$ cat src/rtl/st_out_stage.sv
// st_out_stage: switch-traversal output stage of the mesh router.
// Steers the granted flit into one of NPORT small output FIFOs, tracks
// wormhole packet ownership per port and back-pressures the allocator.
module st_out_stage #(
  parameter int WIDTH = 32,
  parameter int NPORT = 5,
  parameter int DEPTH = 2,
  parameter int CNTW  = 16
) (
  input  logic                   clk,
  input  logic                   reset,
  input  logic [WIDTH-1:0]       SA_flit,
  input  logic [2:0]             SA_gate,
  output logic                   ST_stop,
  output logic [NPORT*WIDTH-1:0] OUT_flit,
  output logic [NPORT-1:0]       OUT_valid,
  input  logic [NPORT-1:0]       OUT_stop,
  output logic [NPORT-1:0]       port_busy,
  output logic                   err,
  output logic [CNTW-1:0]        flit_cnt
);

  localparam int AW = (DEPTH > 1) ? $clog2(DEPTH) : 1;
  localparam logic [AW:0] OCC_FULL = (AW+1)'(DEPTH);

  // Flit type decode: 00 idle, 01 head, 10 body, 11 tail
  logic [1:0] flit_type;
  logic       in_valid;
  logic       is_head;
  logic       is_tail;
  logic       is_cont;

  assign flit_type = SA_flit[WIDTH-1 -: 2];
  assign in_valid  = (flit_type != 2'b00);
  assign is_head   = (flit_type == 2'b01);
  assign is_tail   = (flit_type == 2'b11);
  assign is_cont   = flit_type[1];

  logic [NPORT-1:0] sel_hit;
  logic [NPORT-1:0] full_vec;
  logic [NPORT-1:0] push;
  logic [NPORT-1:0] pop;
  logic [NPORT-1:0] busy_reg;
  logic [NPORT-1:0] busy_next;
  logic             err_reg;
  logic [CNTW-1:0]  cnt_reg;
  logic             good_gate;
  logic             sel_busy;
  logic             sel_full;
  logic             accept;
  logic             drop_err;

  // Accept / drop / stall decision for the single presented flit.
  // A protocol error (bad gate, or body/tail to an idle port) always
  // consumes the flit, even when the target FIFO happens to be full.
  always_comb begin
    good_gate = |sel_hit;
    sel_busy  = |(sel_hit & busy_reg);
    sel_full  = |(sel_hit & full_vec);
    drop_err  = in_valid & (~good_gate | (is_cont & ~sel_busy));
    accept    = in_valid & good_gate & ~sel_full &
                ((is_head & ~sel_busy) | (is_cont & sel_busy));
    ST_stop   = in_valid & good_gate & ~accept & ~drop_err;
    push      = accept ? sel_hit : '0;
    busy_next = busy_reg;
    if (accept && is_head) busy_next = busy_reg | sel_hit;
    if (accept && is_tail) busy_next = busy_reg & ~sel_hit;
  end

  // Packet ownership, sticky error and accepted-flit counter
  always_ff @(posedge clk or negedge reset) begin
    if (!reset) begin
      busy_reg <= '0;
      err_reg  <= 1'b0;
      cnt_reg  <= '0;
    end else begin
      busy_reg <= busy_next;
      if (drop_err) err_reg <= 1'b1;
      if (accept)   cnt_reg <= cnt_reg + CNTW'(1);
    end
  end

  assign port_busy = busy_reg;
  assign err       = err_reg;
  assign flit_cnt  = cnt_reg;

  genvar gi;
  generate
    for (gi = 0; gi < NPORT; gi++) begin : g_port
      logic [WIDTH-1:0] mem_reg [DEPTH];
      logic [AW-1:0]    rd_ptr_reg;
      logic [AW-1:0]    wr_ptr_reg;
      logic [AW:0]      occ_reg;

      assign sel_hit[gi]   = (SA_gate == 3'(gi));
      assign full_vec[gi]  = (occ_reg == OCC_FULL);
      assign OUT_valid[gi] = (occ_reg != '0);
      assign pop[gi]       = OUT_valid[gi] & ~OUT_stop[gi];
      assign OUT_flit[gi*WIDTH +: WIDTH] = OUT_valid[gi] ? mem_reg[rd_ptr_reg] : '0;

      // Pointer and occupancy tracking; push and pop may coincide
      always_ff @(posedge clk or negedge reset) begin
        if (!reset) begin
          rd_ptr_reg <= '0;
          wr_ptr_reg <= '0;
          occ_reg    <= '0;
        end else begin
          if (push[gi]) wr_ptr_reg <= wr_ptr_reg + AW'(1);
          if (pop[gi])  rd_ptr_reg <= rd_ptr_reg + AW'(1);
          case ({push[gi], pop[gi]})
            2'b10:   occ_reg <= occ_reg + (AW+1)'(1);
            2'b01:   occ_reg <= occ_reg - (AW+1)'(1);
            default: occ_reg <= occ_reg;
          endcase
        end
      end

      // Flit storage; contents are masked by OUT_valid so no reset needed
      always_ff @(posedge clk) begin
        if (push[gi]) mem_reg[wr_ptr_reg] <= SA_flit;
      end
    end
  endgenerate

endmodule

$ cat config.mk
export PLATFORM = sky130hd
export DESIGN_NAME = st_out_stage
export DESIGN_NICKNAME = d
export VERILOG_FILES = /design/src/rtl/st_out_stage.sv
export SDC_FILE = /design/constraint.sdc
export NUM_CORES = 1
export LEC_CHECK = 0
export BUFFER_PORTS_ARGS = -buffer_cell sky130_fd_sc_hd__buf_2
export CELL_PAD_IN_SITES_DETAIL_PLACEMENT = 0
export CELL_PAD_IN_SITES_GLOBAL_PLACEMENT = 1
export CORE_AREA = 2 2 221 136
export DETAILED_ROUTE_END_ITERATION = 12
export DIE_AREA = 0 0 223 138
export PLACE_DENSITY_LB_ADDON = 0.1
export SYNTH_ARGS = -nofsm -noshare
export SYNTH_HDL_FRONTEND = slang
export SYNTH_SLANG_ARGS = --single-unit
$ cat constraint.sdc
create_clock -name clk -period 8.6 [get_ports clk]
set_input_delay 0.43 -clock clk [delete_from_list [all_inputs] [get_ports clk]]
set_output_delay 0.43 -clock clk [all_outputs]
set_load 0.02 [all_outputs]
Word-level counts from Yosys, hierarchy flattened

Memories as Yosys holds them, arrays and structs flattened.
Cells that the tools add are included.

Multiplexer cells: 23
Equality and inequality tests: 21
Reductions and logical operators: 18
Bitwise operators: 31
Add/sub/neg operators: 21

Operators by type and width:

| operator                | count |
|---|---|
| $mux W32                | 5 |
| $reduce_bool A2 Y1      | 12 |
| $eq A2 B2 Y1 const B    | 11 |
| $pmux W2 S2             | 5 |
| $add A16 B1 Y16 const B | 1 |
| $and A5 B5 Y5           | 3 |
| $mux W5                 | 3 |
| $reduce_or A5 Y1        | 3 |
| $and A1 B1 Y1           | 14 |
| $eq A2 B1 Y1 const B    | 6 |
| $add A1 B1 Y1 const B   | 10 |
| $add A2 B1 Y2 const B   | 5 |
| $mux W1                 | 10 |
| $not A1 Y1              | 10 |
| $sub A2 B1 Y2 const B   | 5 |
| $eq A3 B2 Y1 const B    | 2 |
| $not A5 Y5              | 1 |
| $or A5 B5 Y5            | 1 |
| $eq A3 B1 Y1 const B    | 1 |
| $eq A3 B3 Y1 const B    | 1 |
| $logic_not A3 Y1        | 1 |
| $logic_and A1 B1 Y1     | 2 |
| $or A1 B1 Y1            | 2 |

Logic and storage cells: 137
Memory bits (writable): 320
Register bits after elaboration: 42
Bits of input ports: 42
Output and inout port bits: 188
Memories kept: 5

Memories:

| memory            | depth | bits a word | read ports | clocked after memory_dff | wr ports | line | RTL |
|---|---|---|---|---|---|---|---|
| g_port[0].mem_reg | 2     | 32          | 1          | 0                        | 1        | 90   | `logic [WIDTH-1:0] mem_reg [DEPTH];` |
| g_port[1].mem_reg | 2     | 32          | 1          | 0                        | 1        | 90   |  |
| g_port[2].mem_reg | 2     | 32          | 1          | 0                        | 1        | 90   |  |
| g_port[3].mem_reg | 2     | 32          | 1          | 0                        | 1        | 90   |  |
| g_port[4].mem_reg | 2     | 32          | 1          | 0                        | 1        | 90   |  |

Longest topological paths before layout

Depth in word-level cells: 10
Gate-level depth with buffers: 12
Mapped depth without buffers: 9

Least setup slack after synthesis

No wires, ideal clock.

Path type: input -> register
Start point: in SA_gate[2]
End point: mem g_port[4].mem_reg[0][0], enable pin
Stages: 7
Path slack: 4,152 ps
Buffers on the path: 2
Required time: 8,139 ps
Data arrival time: 3,987 ps
Cells stage by stage: buf_2 -> mux2_4 -> a211oi_4 -> o2111ai_4 -> or2_0 -> buf_2 -> nor3_1

Word-level cells in the longest chain between the ends: 10
Elaborated cells between the ends (all ways): 21

RTL lines:

| what                                       | line | RTL |
|---|---|---|
| start: declaration                         | 13   | `input logic [2:0] SA_gate,` |
| $eq A3 B1 Y1, or another cell as far along | 95   | `assign sel_hit[gi] = (SA_gate == 3'(gi));` |
| $and A5 B5 Y5                              | 58   | `sel_busy = \|(sel_hit & busy_reg);` |
| $reduce_or A5 Y1                           | 58   |  |
| $not A1 Y1                                 | 62   | `((is_head & ~sel_busy) \| (is_cont & sel_busy));` |
| $and A1 B1 Y1                              | 62   |  |
| $or A1 B1 Y1                               | 62   |  |
| $and A1 B1 Y1                              | 61   | `accept = in_valid & good_gate & ~sel_full &` |
| $mux W5 (*)                                | 64   | `push = accept ? sel_hit : '0;` |
| $mux W1 (*)                                | 120  | `if (push[gi]) mem_reg[wr_ptr_reg] <= SA_flit;` |
| $mux W1 (not written as such) (*)          | 120  |  |
| end: declaration                           | 90   |  |

Mark *: on every way between the ends. The rest lies on a longest branch, timed or not.

==> flow_summary.json <==
{
  "synthFlopType": "edfxtp_1",
  "whs_ns": 0.0771,
  "leakagePower_nw": 6.69,
  "cp_top_family": "simple AND/OR/NAND/NOR gates",
  "fin_area_um2": 16900,
  "post_cts_buffers": 0,
  "drt-initial-drc-count": 587,
  "antennaDiodeCount": 0,
  "drv_slew": 0,
  "drc": 0,
  "worst-setup-path-type": "reg -> reg",
  "die_y_um": 138,
  "hpwl_um": 20200,
  "async_reset_ff_share_pct": 11.6,
  "port_buffers": 229,
  "cts_tree": "done",
  "antenna_found_initial": 0,
  "clkTransAtPathRegs_ns": 0.06,
  "synth_warnings": 0,
  "pre_cts_ws_ns": 4.92,
  "arrival_ns": 3.39,
  "vias_per_cell": 5.25,
  "finalCoreUtilization_pct": 58.0,
  "cpPeakStageDelay_ns": 0.91,
  "drive_above_1_share_pct": 28.0,
  "grt_usage_pct": 21.5,
  "htree_levels": 2,
  "r2r_cells": 5,
  "busiest_layer": "met1",
  "wl_per_cell_um": 21.5,
  "grt_pass1_wl_um": 49100,
  "grt_use_met2_pct": 32.1,
  "setup_viol": 0,
  "crit_buf_inv": 0,
  "fin_ws_ns": 5.34,
  "synth_cell_type_count": 40,
  "holdCritPathClass": "in -> async",
  "period_needed_ns": 3.26,
  "slew-limit-headroom_pct": 24.6,
  "syn_inst": 897,
  "startpoint_type": "flip-flop",
  "setup_tns_ns": 0,
  "core-area_um2": 29100,
  "start_util_pct": 48.9,
  "ir_worst_vdd_mv": 0.172,
  "worstMarginPinSlew_ns": 1.13,
  "grt_max_degree": 43,
  "num_io_pins": 230,
  "crit_slowest_cell": "nor2b_4",
  "period_share_pct": 37.9,
  "grt_pass1_vias": 7817,
  "r2r-end": "g_port[0].mem_reg[0][21]",
  "ys_seq_area_share_pct": 74.8,
  "grt_overflow": 0,
  "finClkSkew_ns": 0.0184,
  "synth_fp_nets": 945,
  "stdcell_count": 1528,
  "max_freq_mhz": 307,
  "status": "finished clean",
  "synth_edf_count": 320,
  "clock_tree.buffer_depth": 3,
  "gr-usage-met3_pct": 3.53,
  "firstDrtPassIters": 4,
  "ctsHoldBuffers": 0,
  "worstPathMaxFanout": 32,
  "crit_required_ns": 8.73,
  "place_area_um2": 15800,
  "clockRootBuffer": "clkbuf_16",
  "cts.sinks": 362,
  "numPlacedInstances": 1466,
  "cts_buffers": 35,
  "cts-resized-gates": 0,
  "powerDensity_nw_per_um2": 335,
  "ant_nets": 0,
  "chipWidth_um": 223,
  "area_delta_synth_final_pct": 18.5,
  "r2r_setup_slack_ns": 5.34,
  "cp_cell_sequence": "mux2_4, a211oi_4, o2111ai_4, nor4_2, nor2b_4",
  "drv_cap": 0,
  "grtUsageMet1_pct": 33.5,
  "finalPower_mw": 5.65,
  "finalWirelength_um": 32900,
  "largest_register_ffs": 320,
  "ys_ff_latch": 362,
  "synth_area_per_cell_um2": 15.9,
  "clock_latency_ns": 0.52,
  "die_area_um2": 30800,
  "dr_total_vias": 8019,
  "cp-end-kind": "flip-flop",
  "gp_congestion": 0.748,
  "nNetsFinal": 1169,
  "final-hold-violation-count": 0,
  "rows": 49,
  "syn_area_um2": 14200,
  "rsz0062_at_grt": "false"
}
==> routing by layer <==
layer  vias up  part of all wire [%]  wire, µm
met1      4051                    49     16100
met2       210                    45     14700
met5         -                     0         0
met4         0                   1.4       476
met3        35                   4.5      1490
li1       3723                     -         -
==> synthesized netlist by cell type (5+ instances only) <==
cell type | number | area share [%]
edfxtp_1 | 320 | 67
clkbuf_1 | 36 | 0.95
buf_2 | 8 | 0.28
xor2_1 | 29 | 1.8
nor4_2 | 5 | 0.44
nor2_1 | 180 | 4.7
o31ai_1 | 10 | 0.53
dfrtp_1 | 42 | 7.4
inv_1 | 12 | 0.32
nand3_1 | 9 | 0.32
xnor2_1 | 11 | 0.68
nor3_1 | 13 | 0.46
nand2_1 | 12 | 0.32
mux2i_1 | 160 | 11
and2_1 | 5 | 0.22
ha_1 | 6 | 0.53
==> final cells by class <==
cell class / instances / area, µm²
Fill cell: 2328 / 12200
Sequential cell: 362 / 10700
Multi-Input combinational cell: 476 / 3420
Timing Repair Buffer: 234 / 1180
Clock buffer: 51 / 966
Tap cell: 382 / 478
Clock inverter: 11 / 133
Inverter: 12 / 45.0
==> worst register-to-register path, stage by stage, from the launching register on <==
cell and delay, ns:
dfrtp_1 0.40, mux2_4 0.29, a211oi_4 0.30, o2111ai_4 0.46, nor4_2 0.48, nor2b_4 0.91
==> cell families after synthesis <==
| group | count (synthesis) | synth area share, % |
|---|---|---|
| fa+ha+maj | 6 | 0.527 |
| compound gates | 19 | 1.23 |
| simple gates | 249 | 7.85 |
| flops | 362 | 74.8 |
| xor+xnor | 40 | 2.46 |
| buf+inv | 59 | 1.70 |
| mux | 162 | 11.4 |
==> placed cells by master, fill, tap and decap left out, drive strengths merged <==
cell,n
edfxtp,320
buf,234
nor2,181
mux2i,160
clkbuf,51
dfrtp,42
xor2,29
nor3,16
inv,13
nand2,12
xnor2,11
o31ai,10
nand3,9
clkinv,7
nor4,7
ha,6
and2,5
nor2b,4
a31o,3
nor3b,3
bufinv,3
and4bb,2
and3b,2
o21ai,2
nand3b,2
and3,2
mux2,2
or2,2
or3b,1
a211oi,1
o2bb2ai,1
a32oi,1
o2111ai,1
nand4,1
==> power by group <==
group | switching, mW | internal (mW)
Sequential | 0.262 | 2.02
Combinational | 1.21 | 0.664
Clock | 0.622 | 0.872
Total | 2.10 | 3.55
==> worst max path at each step <==
stage / from / to / slack (ns) / cells after the start
final: flip-flop / g_port[0].mem_reg[0][21] / 5.34 / 5
after global routing: g_port[4].occ_reg[0] / g_port[0].mem_reg[0][30] / 5.11 / 5
after CTS: flip-flop / g_port[0].mem_reg[0][25] / 5.30 / 5
after detailed placement: SA_gate[2] / g_port[0].mem_reg[0][21] / 4.92 / 6
after global placement: SA_gate[2] / g_port[0].mem_reg[0][31] / 5.03 / 6
after floorplan: SA_gate[2] / g_port[4].mem_reg[0][0] / 4.15 / 7
No activity file was read; power rests on OpenSTA's default activity.
